[src/rtl/mem_port_arbiter.sv]
// mem_port_arbiter: shares one non-pipelined memory port between the data (LSU) and fetch requesters
`timescale 1ns/1ps
module mem_port_arbiter #(
  parameter bit DATA_FIRST   = 1'b1,
  parameter int STARVE_LIMIT = 4
) (
  input  logic        clk_i,
  input  logic        rst_ni,
  input  logic        d_req_valid_i,
  output logic        d_req_ready_o,
  input  logic [71:0] d_req_i,
  output logic        d_rsp_valid_o,
  input  logic        i_req_valid_i,
  output logic        i_req_ready_o,
  input  logic [31:0] i_req_addr_i,
  output logic        i_rsp_valid_o,
  output logic [31:0] rsp_data_o,
  output logic        rsp_error_o,
  output logic        m_req_valid_o,
  input  logic        m_req_ready_i,
  output logic [71:0] m_req_o,
  input  logic        m_rsp_valid_i,
  input  logic [31:0] m_rsp_data_i,
  input  logic        m_rsp_error_i
);
  localparam int CW = $clog2(STARVE_LIMIT + 1);
  typedef enum logic [1:0] {IDLE, REQ, RSP} state_t;
  state_t        r_state, w_state_nxt;
  logic          r_owner;
  logic [CW-1:0] r_starve;
  logic [71:0]   r_m_req;
  logic          w_force, w_grant_d, w_grant_i, w_grant, w_def_grant, w_other_valid, w_rsp;
  assign w_force       = r_starve == CW'(STARVE_LIMIT);
  assign w_grant       = w_grant_d | w_grant_i;
  assign w_def_grant   = DATA_FIRST ? w_grant_d : w_grant_i;
  assign w_other_valid = DATA_FIRST ? i_req_valid_i : d_req_valid_i;
  always_comb begin
    w_state_nxt = r_state;
    w_grant_d   = 1'b0;
    w_grant_i   = 1'b0;
    w_rsp       = 1'b0;
    case (r_state)
      IDLE: begin
        // with both valid the default side wins unless the other side has waited STARVE_LIMIT grants
        w_grant_d = d_req_valid_i & (!i_req_valid_i | (DATA_FIRST ? !w_force : w_force));
        w_grant_i = i_req_valid_i & !w_grant_d;
        w_state_nxt = (w_grant_d | w_grant_i) ? REQ : IDLE;
      end
      REQ: w_state_nxt = m_req_ready_i ? RSP : REQ;
      RSP: begin
        w_rsp       = m_rsp_valid_i;
        w_state_nxt = m_rsp_valid_i ? IDLE : RSP;
      end
      default: w_state_nxt = IDLE;
    endcase
  end
  always_ff @(posedge clk_i or negedge rst_ni) begin
    if (!rst_ni) begin
      r_state  <= IDLE;
      r_owner  <= 1'b0;
      r_starve <= '0;
      r_m_req  <= '0;
    end else begin
      r_state <= w_state_nxt;
      if (w_grant) begin
        r_owner  <= w_grant_i;
        r_m_req  <= w_grant_d ? d_req_i : {1'b0, 3'b010, 4'b0000, 32'h0, i_req_addr_i};
        r_starve <= (w_def_grant && w_other_valid) ? (w_force ? r_starve : r_starve + 1'b1) : '0;
      end
    end
  end
  assign d_req_ready_o = w_grant_d;
  assign i_req_ready_o = w_grant_i;
  assign m_req_valid_o = r_state == REQ;
  assign m_req_o       = r_m_req;
  assign d_rsp_valid_o = w_rsp & !r_owner;
  assign i_rsp_valid_o = w_rsp & r_owner;
  assign rsp_data_o    = w_rsp ? m_rsp_data_i : '0;
  assign rsp_error_o   = w_rsp & m_rsp_error_i;
endmodule
[config.mk]
export PLATFORM = sky130hd
export DESIGN_NAME = mem_port_arbiter
export DESIGN_NICKNAME = d
export VERILOG_FILES = /design/src/rtl/mem_port_arbiter.sv
export SDC_FILE = /design/constraint.sdc
export NUM_CORES = 1
export LEC_CHECK = 0
export CAP_MARGIN = 5
export CELL_PAD_IN_SITES_DETAIL_PLACEMENT = 2
export CELL_PAD_IN_SITES_GLOBAL_PLACEMENT = 2
export CORE_MARGIN = 1.5
export CORE_UTILIZATION = 17
export DETAILED_ROUTE_END_ITERATION = 8
export PLACE_DENSITY_LB_ADDON = 0.1
export SETUP_SLACK_MARGIN = 0.1
export SLEW_MARGIN = 20
export SYNTH_ARGS = -nofsm -noshare
export SYNTH_HDL_FRONTEND = slang
export SYNTH_SLANG_ARGS = --single-unit
[constraint.sdc]
create_clock -name clk_i -period 1.66 [get_ports clk_i]
set_clock_uncertainty 0.2 [all_clocks]
set_input_delay 0.166 -clock clk_i [delete_from_list [all_inputs] [get_ports clk_i]]
set_output_delay 0.166 -clock clk_i [all_outputs]
set_load 0.03 [all_outputs]
==> flow_summary.rst, run 1 <==
.. list-table::
   :header-rows: 1

   * - Metric
     - Value
   * - Max H-tree Level
     - 3
   * - Worst-skew pair later-pin latency
     - 340 ps
   * - Number of CTS-inserted buffers
     - 9
   * - CTS root buffer
     - clkbuf_16
   * - Max stage delay on crit path
     - 410 ps
   * - Post-Synthesis Cells
     - 332
   * - Overall die area
     - 0.0216 mm2
   * - Leakage
     - 0.00385 uW
   * - Avg Synthesized Cell Area
     - 10.6 um2
   * - Buffers added on ports
     - 252
   * - Total Negative Setup Slacks
     - -29,760 ps
   * - Residual DRC count
     - 0
   * - Number of DRC markers after the initial detailed-route iteration
     - 173
   * - Register bit count reported by yosys
     - 78
   * - Via count of the first global-routing pass
     - 4,358
   * - Maximum clock rate
     - 485 MHz
   * - N_diodes
     - 0
   * - Layout net count
     - 783
   * - Launching point of the worst reg2reg path
     - r_starve[1]$_DFFE_PN0P_
   * - Slew @ Worst Pin
     - 464 ps
   * - CTS tree
     - yes
   * - Fraction of the cycle the final worst path needs
     - 124%
   * - Combined area of the multi-input logic cells
     - 0.00124 mm2
   * - Cell Chain, Critical Path
     - and3b_2 -> buf_8 -> buf_16 -> and2_4 -> buf_12
   * - Post-synthesis sequential area ratio
     - 55.4%
   * - Die extent in y
     - 147 um
   * - Final setup vio count
     - 111
   * - Synthesis-to-layout area growth
     - 123%
   * - First-pass GRT wire length
     - 26,900 um
   * - Setup WS pre-CTS
     - -296 ps
   * - Placer Congestion
     - 0.758
   * - Minimum setup slack in the final design
     - -402 ps
   * - Number of fill cells
     - 2,153
   * - Number of vias per cell
     - 4.22
   * - Initial core utilization
     - 17.4%
   * - Maximum clock insertion buffer count
     - 2
   * - Outcome
     - finished with violations
   * - Cell type of the slowest stage on the worst timing path
     - dfrtp_2
   * - Worst hold path type
     - in2reg
   * - Routed len/inst
     - 19.9 um
   * - Post-synthesis net count
     - 477
   * - Number of iterations in the first detailed-routing pass
     - 8
   * - Pin count of the biggest net entering global routing
     - 79
   * - Setup slack of the most critical reg-to-reg path
     - -280 ps
   * - Headroom to the max-slew limit
     - 69.1%
   * - Number of top-level pins
     - 253
   * - Nature of the critical path startpoint
     - register
   * - Arrival time at the worst endpoint
     - 1700 ps
   * - Die extent in x
     - 147 um
   * - Total congestion overflow after global routing
     - 0
   * - Sequential cell area
     - 0.00195 mm2
   * - Power per standard cell area
     - 1740 mW/mm2
   * - Max-slew violation count
     - 0
   * - Number of antenna violations at the first check in global routing
     - 0
   * - Core footprint
     - 0.0203 mm2
   * - Clock-pin slew of the registers on the worst-case setup and hold paths
     - 70 ps
   * - Worst Path Required
     - 1290 ps
   * - Length in cells of the worst reg-to-reg path
     - 8
   * - Worst setup EP type
     - output port
   * - Total of max-cap violations
     - 0
   * - Worst setup path category
     - reg2out
   * - Antenna viol nets, final
     - 0
   * - Global router's overall resource usage
     - 16.6%
   * - Worst setup path endpoint
     - rsp_data_o[26]
   * - Total routed wirelength
     - 18,200 um
   * - Launch point of the worst path
     - r_state[0]$_DFF_PN0_
   * - Terminus of the critical flop-to-flop path
     - m_req_o[44]$_DFFE_PN0P_
   * - CTS Sinks
     - 78
   * - Layout cells sized above 1
     - 26.9%
   * - Violations in the final reports
     - negative setup slack
   * - Worst-path maximum fanout
     - 5
   * - Min Clock Period, post-route
     - 2060 ps
   * - Summed instance area of the synthesized netlist
     - 0.00352 mm2
   * - Total count of hold-check failures in the final report
     - 0
   * - Unique masters post-synth
     - 28
   * - Worst IR drop on VDD
     - 0.000567 V
   * - Row count
     - 52
   * - Synthesis Warnings
     - 0
   * - Number of vias after detailed routing
     - 3,857
   * - RSZ-0062 raised after global routing
     - yes
   * - Detail Placement HPWL
     - 11,200 um
## how the worst min path moves through the flow
stage                                 from                       to  depth (start not counted)
after floorplan                     rst_ni   m_req_o[0]$_DFFE_PN0P_                          0
after global placement              rst_ni  m_req_o[18]$_DFFE_PN0P_                          2
after detailed placement            rst_ni  m_req_o[18]$_DFFE_PN0P_                          2
after CTS                 i_req_addr_i[19]  m_req_o[19]$_DFFE_PN0P_                          3
after global routing       i_req_addr_i[2]   m_req_o[2]$_DFFE_PN0P_                          3
final                     i_req_addr_i[19]  m_req_o[19]$_DFFE_PN0P_                          3
## state kept, by name, summed over array words and instances, names as in the netlist
| name | flops |
|---|---|
| r_owner | 1 |
| r_state | 2 |
| m_req_o | 72 |
| r_starve | 3 |
## synth_stat cells
| master | n | area (um2) |
|---|---|---|
| nor2b_1 | 1 | 6.26 |
| a222oi_1 | 32 | 320 |
| inv_2 | 1 | 3.75 |
| buf_6 | 3 | 33.8 |
| a21oi_1 | 1 | 5.00 |
| o21a_1 | 1 | 7.51 |
| o21ai_2 | 1 | 8.76 |
| a31oi_1 | 1 | 6.26 |
| nand2_1 | 2 | 7.51 |
| a2111oi_4 | 1 | 27.5 |
| o21ai_0 | 1 | 5.00 |
| and3b_1 | 1 | 8.76 |
| inv_1 | 102 | 383 |
| a22o_1 | 40 | 350 |
| nand2b_1 | 1 | 6.26 |
| clkbuf_1 | 9 | 33.8 |
| and2_1 | 34 | 213 |
| ha_1 | 2 | 25.0 |
| o22ai_1 | 2 | 12.5 |
| nor3b_1 | 1 | 7.51 |
| buf_2 | 9 | 45.0 |
| dfrtp_1 | 78 | 1950 |
| a2bb2oi_1 | 1 | 8.76 |
| nor2_1 | 3 | 11.3 |
| nand4_1 | 1 | 6.26 |
| buf_4 | 1 | 7.51 |
| o211a_1 | 1 | 10.0 |
| mux2i_1 | 1 | 10.0 |
## cells by family after synthesis
family,count (synthesis),synth area share [%]
DFF,78,55.4
muxes,1,0.284
buffers and inverters,125,14.4
AOI/OAI and AO/OA,82,21.6
and+or+nand+nor,44,7.57
adders and majority gates,2,0.710
## layout make-up
cell class	instances	area share, %
clock buffers	10	3.04
clock inverters	6	1.18
inverters	103	4.96
multi-input cells	129	15.8
flip-flops and latches	78	24.9
well taps	270	4.30
repair buffers	317	45.9
## routing by layer
layer  wire length, um  vias to the layer above  GRT usage (%)
met1              7120                     1933           19.4
met3              1160                       11           3.76
met5                 0                        -              0
met4               185                        0           4.85
met2              9680                      181           30.3
li1                  -                     1732              -
## critical path: cells and delay by family (launching register included)
kind	cells	cell delay (ps)
flops	1	410
simple gates	2	530
buf+inv	3	410
## layout by cell type, fill, tap and decap left out, types with 3 or more instances in the layout
cell type          n
dfrtp_1           76
inv_2              3
a222oi_1          32
buf_12            22
buf_6             46
dlygate4sd2_1     72
buf_4             15
buf_8              5
and2_4            33
clkdlybuf4s50_1  141
clkbuf_16         13
inv_1             99
a22o_1            40
buf_16            11
## metrics by stage
stage               hold slack [ps]  std cells  area (um2)  utilization, %  power (uW)
floorplan                      -330        332        3620               -        6850
global placement               42.7        850        6560            32.3        9900
detailed placement             43.6        850        6560            32.3       10000
CTS                             162        905        7750            38.2       13700
global route                    180        913        7850            38.7       14400
finish                          175        913        7850            38.7       13700
## power breakdown
part | total, uW | switching, uW | leakage (uW) | internal, uW
logic | 8190 | 4270 | 0.00276 | 3920
clock network | 2230 | 867 | 0.000155 | 1370
registers | 3240 | 482 | 0.000934 | 2750
total | 13700 | 5620 | 0.00385 | 8040
## what timing repair did
item	in CTS	in global routing
resized for setup	173	21
setup buffers	22	11
endpoints found under the setup margin	184	115
pin swaps	61	42
hold endpoints to repair	78	0
cloned	17	5
hold buffers	1	0
Power figures use the tool's default switching activity.
==> inputs of run 2 (changes only) <==
--- a/config.mk
+++ b/config.mk
@@ -5,13 +5,14 @@
 export SDC_FILE = /design/constraint.sdc
 export NUM_CORES = 1
 export LEC_CHECK = 0
+export ABC_AREA = 1
 export CAP_MARGIN = 5
 export CELL_PAD_IN_SITES_DETAIL_PLACEMENT = 2
 export CELL_PAD_IN_SITES_GLOBAL_PLACEMENT = 2
 export CORE_MARGIN = 1.5
-export CORE_UTILIZATION = 17
+export CORE_UTILIZATION = 16
 export DETAILED_ROUTE_END_ITERATION = 8
-export PLACE_DENSITY_LB_ADDON = 0.1
+export PLACE_DENSITY = 0.85
 export SETUP_SLACK_MARGIN = 0.1
 export SLEW_MARGIN = 20
 export SYNTH_ARGS = -nofsm -noshare
==> run 2 against run 1 <==
Compared with the run above: the run still ends with negative setup slack left; critical path depth unchanged; power up 9.3%; clock power down 10%; count of clock-buffer cells in the layout up 1; maximum frequency up 8.9%; die area up 21%; critical path type unchanged; highest routed layer unchanged; global-route usage down 0.43 points; flip-flop and latch count unchanged.
==> flow_summary.rst, run 2 <==
.. list-table::
   :header-rows: 1

   * - Metric
     - Value
   * - Max H-tree Level
     - 3
   * - Worst-path maximum fanout
     - 9
   * - Synthesis-to-layout area growth
     - 118%
   * - Power per standard cell area
     - 1710 mW/mm2
   * - CTS Sinks
     - 78
   * - Final setup vio count
     - 111
   * - Number of top-level pins
     - 253
   * - Max-slew violation count
     - 0
   * - Violations in the final reports
     - negative setup slack
   * - Number of vias per cell
     - 4.10
   * - Headroom to the max-slew limit
     - 65.8%
   * - Number of DRC markers after the initial detailed-route iteration
     - 102
   * - Setup slack of the most critical reg-to-reg path
     - -190 ps
   * - Flip-flop count of the largest register after layout
     - 72
   * - Antenna viol nets, final
     - 0
   * - Overall die area
     - 0.0261 mm2
   * - Residual DRC count
     - 0
   * - Total count of hold-check failures in the final report
     - 0
   * - Minimum setup slack in the final design
     - -234 ps
   * - Most area-hungry cell type in the Yosys netlist
     - dfrtp_1
   * - Cell with the most instances after synthesis
     - nand2_1
   * - Outcome
     - finished with violations
   * - Register bit count reported by yosys
     - 78
   * - Maximum clock rate
     - 528 MHz
   * - Total congestion overflow after global routing
     - 0
   * - Dominant cells by area after synthesis
     - dfrtp_1, nand2_1, inv_1
   * - Terminus of the critical flop-to-flop path
     - m_req_o[9]$_DFFE_PN0P_
   * - Via count of the first global-routing pass
     - 5,509
   * - Length in cells of the worst reg-to-reg path
     - 11
   * - Die extent in x
     - 162 um
   * - Launching point of the worst reg2reg path
     - r_starve[0]$_DFFE_PN0P_
   * - Worst Path Required
     - 1290 ps
   * - Number of iterations in the first detailed-routing pass
     - 4
   * - Fraction of synthesized cell area taken by the top area cell type
     - 48.5%
   * - Worst-skew pair later-pin latency
     - 340 ps
   * - Post-Synthesis Cells
     - 557
   * - Post-synth EDFFs
     - 0
   * - Row count
     - 57
   * - Initial core utilization
     - 16.4%
   * - Layout net count
     - 994
   * - Total of max-cap violations
     - 0
   * - Detail Placement HPWL
     - 13,400 um
   * - Number of fill cells
     - 2,706
   * - Synthesis Warnings
     - 0
   * - Worst setup path category
     - reg2out
   * - Summed instance area of the synthesized netlist
     - 0.00403 mm2
   * - CTS root buffer
     - clkbuf_16
   * - Placer Congestion
     - 0.725
   * - Core footprint
     - 0.0245 mm2
   * - CTS tree
     - yes
   * - Number of antenna violations at the first check in global routing
     - 0
   * - Worst setup EP type
     - output port
   * - Worst IR drop on VDD
     - 0.000756 V
   * - Most common flop cell mapped by yosys
     - dfrtp_1
   * - Die extent in y
     - 162 um
   * - Post-synthesis net count
     - 702
   * - Leading cell type in the layout, fill and taps excluded
     - clkdlybuf4s50_1
   * - Leakage
     - 0.00454 uW
   * - Fraction of the cycle the final worst path needs
     - 114%
   * - Clock-pin slew of the registers on the worst-case setup and hold paths
     - 70 ps
   * - First-pass GRT wire length
     - 32,200 um
   * - Post-synthesis sequential area ratio
     - 48.5%
   * - Number of vias after detailed routing
     - 4,834
   * - Layout cells sized above 1
     - 33.0%
   * - Buffers added on ports
     - 252
   * - Maximum clock insertion buffer count
     - 2
   * - Fraction of registers with async set/reset
     - 100%
   * - Worst hold slack across all endpoints
     - 166 ps
   * - Commonest cells after routing, fill and taps aside
     - clkdlybuf4s50_1, nand2_1, inv_1
   * - Routed len/inst
     - 18.6 um
   * - Most instantiated cells after synthesis
     - nand2_1, inv_1, dfrtp_1
   * - Arrival time at the worst endpoint
     - 1530 ps
   * - Pin count of the biggest net entering global routing
     - 79
   * - Slew @ Worst Pin
     - 513 ps
   * - Avg Synthesized Cell Area
     - 7.23 um2
   * - Total Negative Setup Slacks
     - -12,500 ps
   * - Nature of the critical path startpoint
     - register
   * - Worst hold path type
     - in2async
   * - RSZ-0062 raised after global routing
     - yes
   * - Total routed wirelength
     - 21,900 um
   * - N_diodes
     - 0
   * - Number of CTS-inserted buffers
     - 9
   * - Unique masters post-synth
     - 21
   * - Global router's overall resource usage
     - 16.2%
   * - Min Clock Period, post-route
     - 1890 ps
run 2: changes by cell type in the layout (fill, tap and decap cells not counted), sizes merged, moves of 31 or more:
cell | before | now
nor2 | 3 | 41
nand4 | 1 | 32
nand3 | 0 | 35
nand2 | 2 | 226
a222oi | 32 | 0
a22o | 40 | 0
and2 | 34 | 0
run 2: layout make-up:
cell class / count / area (um2) / area share (%)
Tap cell: 324 / 405 / 4.63
Clock inverter: 5 / 31.3 / 0.357
Sequential cell: 78 / 1950 / 22.3
Clock buffer: 11 / 253 / 2.89
Timing Repair Buffer: 312 / 3430 / 39.1
Multi-Input combinational cell: 341 / 2280 / 26.0
Inverter: 107 / 412 / 4.70
run 2: power breakdown:
part	switching [uW]	total, uW	internal, uW
logic	5730	9520	3790
registers	544	3410	2870
clock network	900	2000	1100
run 2: worst max-delay path by stage:
stage                         startpoint                      end  slack [ps]
global route        r_state[0]$_DFF_PN0_           rsp_data_o[11]        -290
floorplan           r_state[0]$_DFF_PN0_           rsp_data_o[10]         -10
global placement           i_req_valid_i  m_req_o[10]$_DFFE_PN0P_        -100
CTS                 r_state[0]$_DFF_PN0_           rsp_data_o[17]        -200
finish              r_state[0]$_DFF_PN0_           rsp_data_o[11]        -230
detailed placement         i_req_valid_i  m_req_o[57]$_DFFE_PN0P_        -170
run 2: per-layer routing:
| layer | track usage (%) | vias to the layer above | part of all wire, % |
|---|---|---|---|
| met2 | 30.6 | 189 | 53 |
| met1 | 17.2 | 2378 | 38 |
| li1 | - | 2249 | - |
| met5 | 0 | - | 0 |
| met4 | 4.05 | 0 | 1.3 |
| met3 | 5.32 | 18 | 7.8 |
run 2: per-stage QoR:
| stage | setup WS (ps) | cells | area, um2 | utilization [%] | power, uW |
|---|---|---|---|---|---|
| 5_1_grt | -287 | 1178 | 8760 | 35.7 | 15900 |
| 4_1_cts | -199 | 1174 | 8410 | 34.3 | 14700 |
| 3_5_place_dp | -173 | 1127 | 7000 | 28.5 | 11200 |
| 6_report | -234 | 1178 | 8760 | 35.7 | 14900 |
| 2_1_floorplan | -9.89 | 557 | 4030 | - | 7610 |
| 3_3_place_gp | -104 | 1127 | 7000 | 28.5 | 11000 |
run 2: worst max-delay path: stages (launching register included):
cell and delay [ps]:
dfrtp_1 410, inv_2 90, nand3_4 150, clkbuf_16 230, nor2_1 120, buf_4 180
run 2: cell families after synthesis:
| logic type | share of synthesized area [%] |
|---|---|
| and+or+nand+nor | 35.4 |
| xor gates and xnor gates | 0.218 |
| AOI/OAI and AO/OA | 0.653 |
| buffers and inverters | 14.6 |
| DFF | 48.5 |
| adders and majority gates | 0.622 |
run 2: repair_timing:
item,in CTS,in global routing
gates cloned,11,4
hold buffers,1,0
buffers inserted,19,3
setup endpoints to repair,185,117
endpoints found under the hold margin,78,0
resized for setup,277,84
pin swaps,23,22
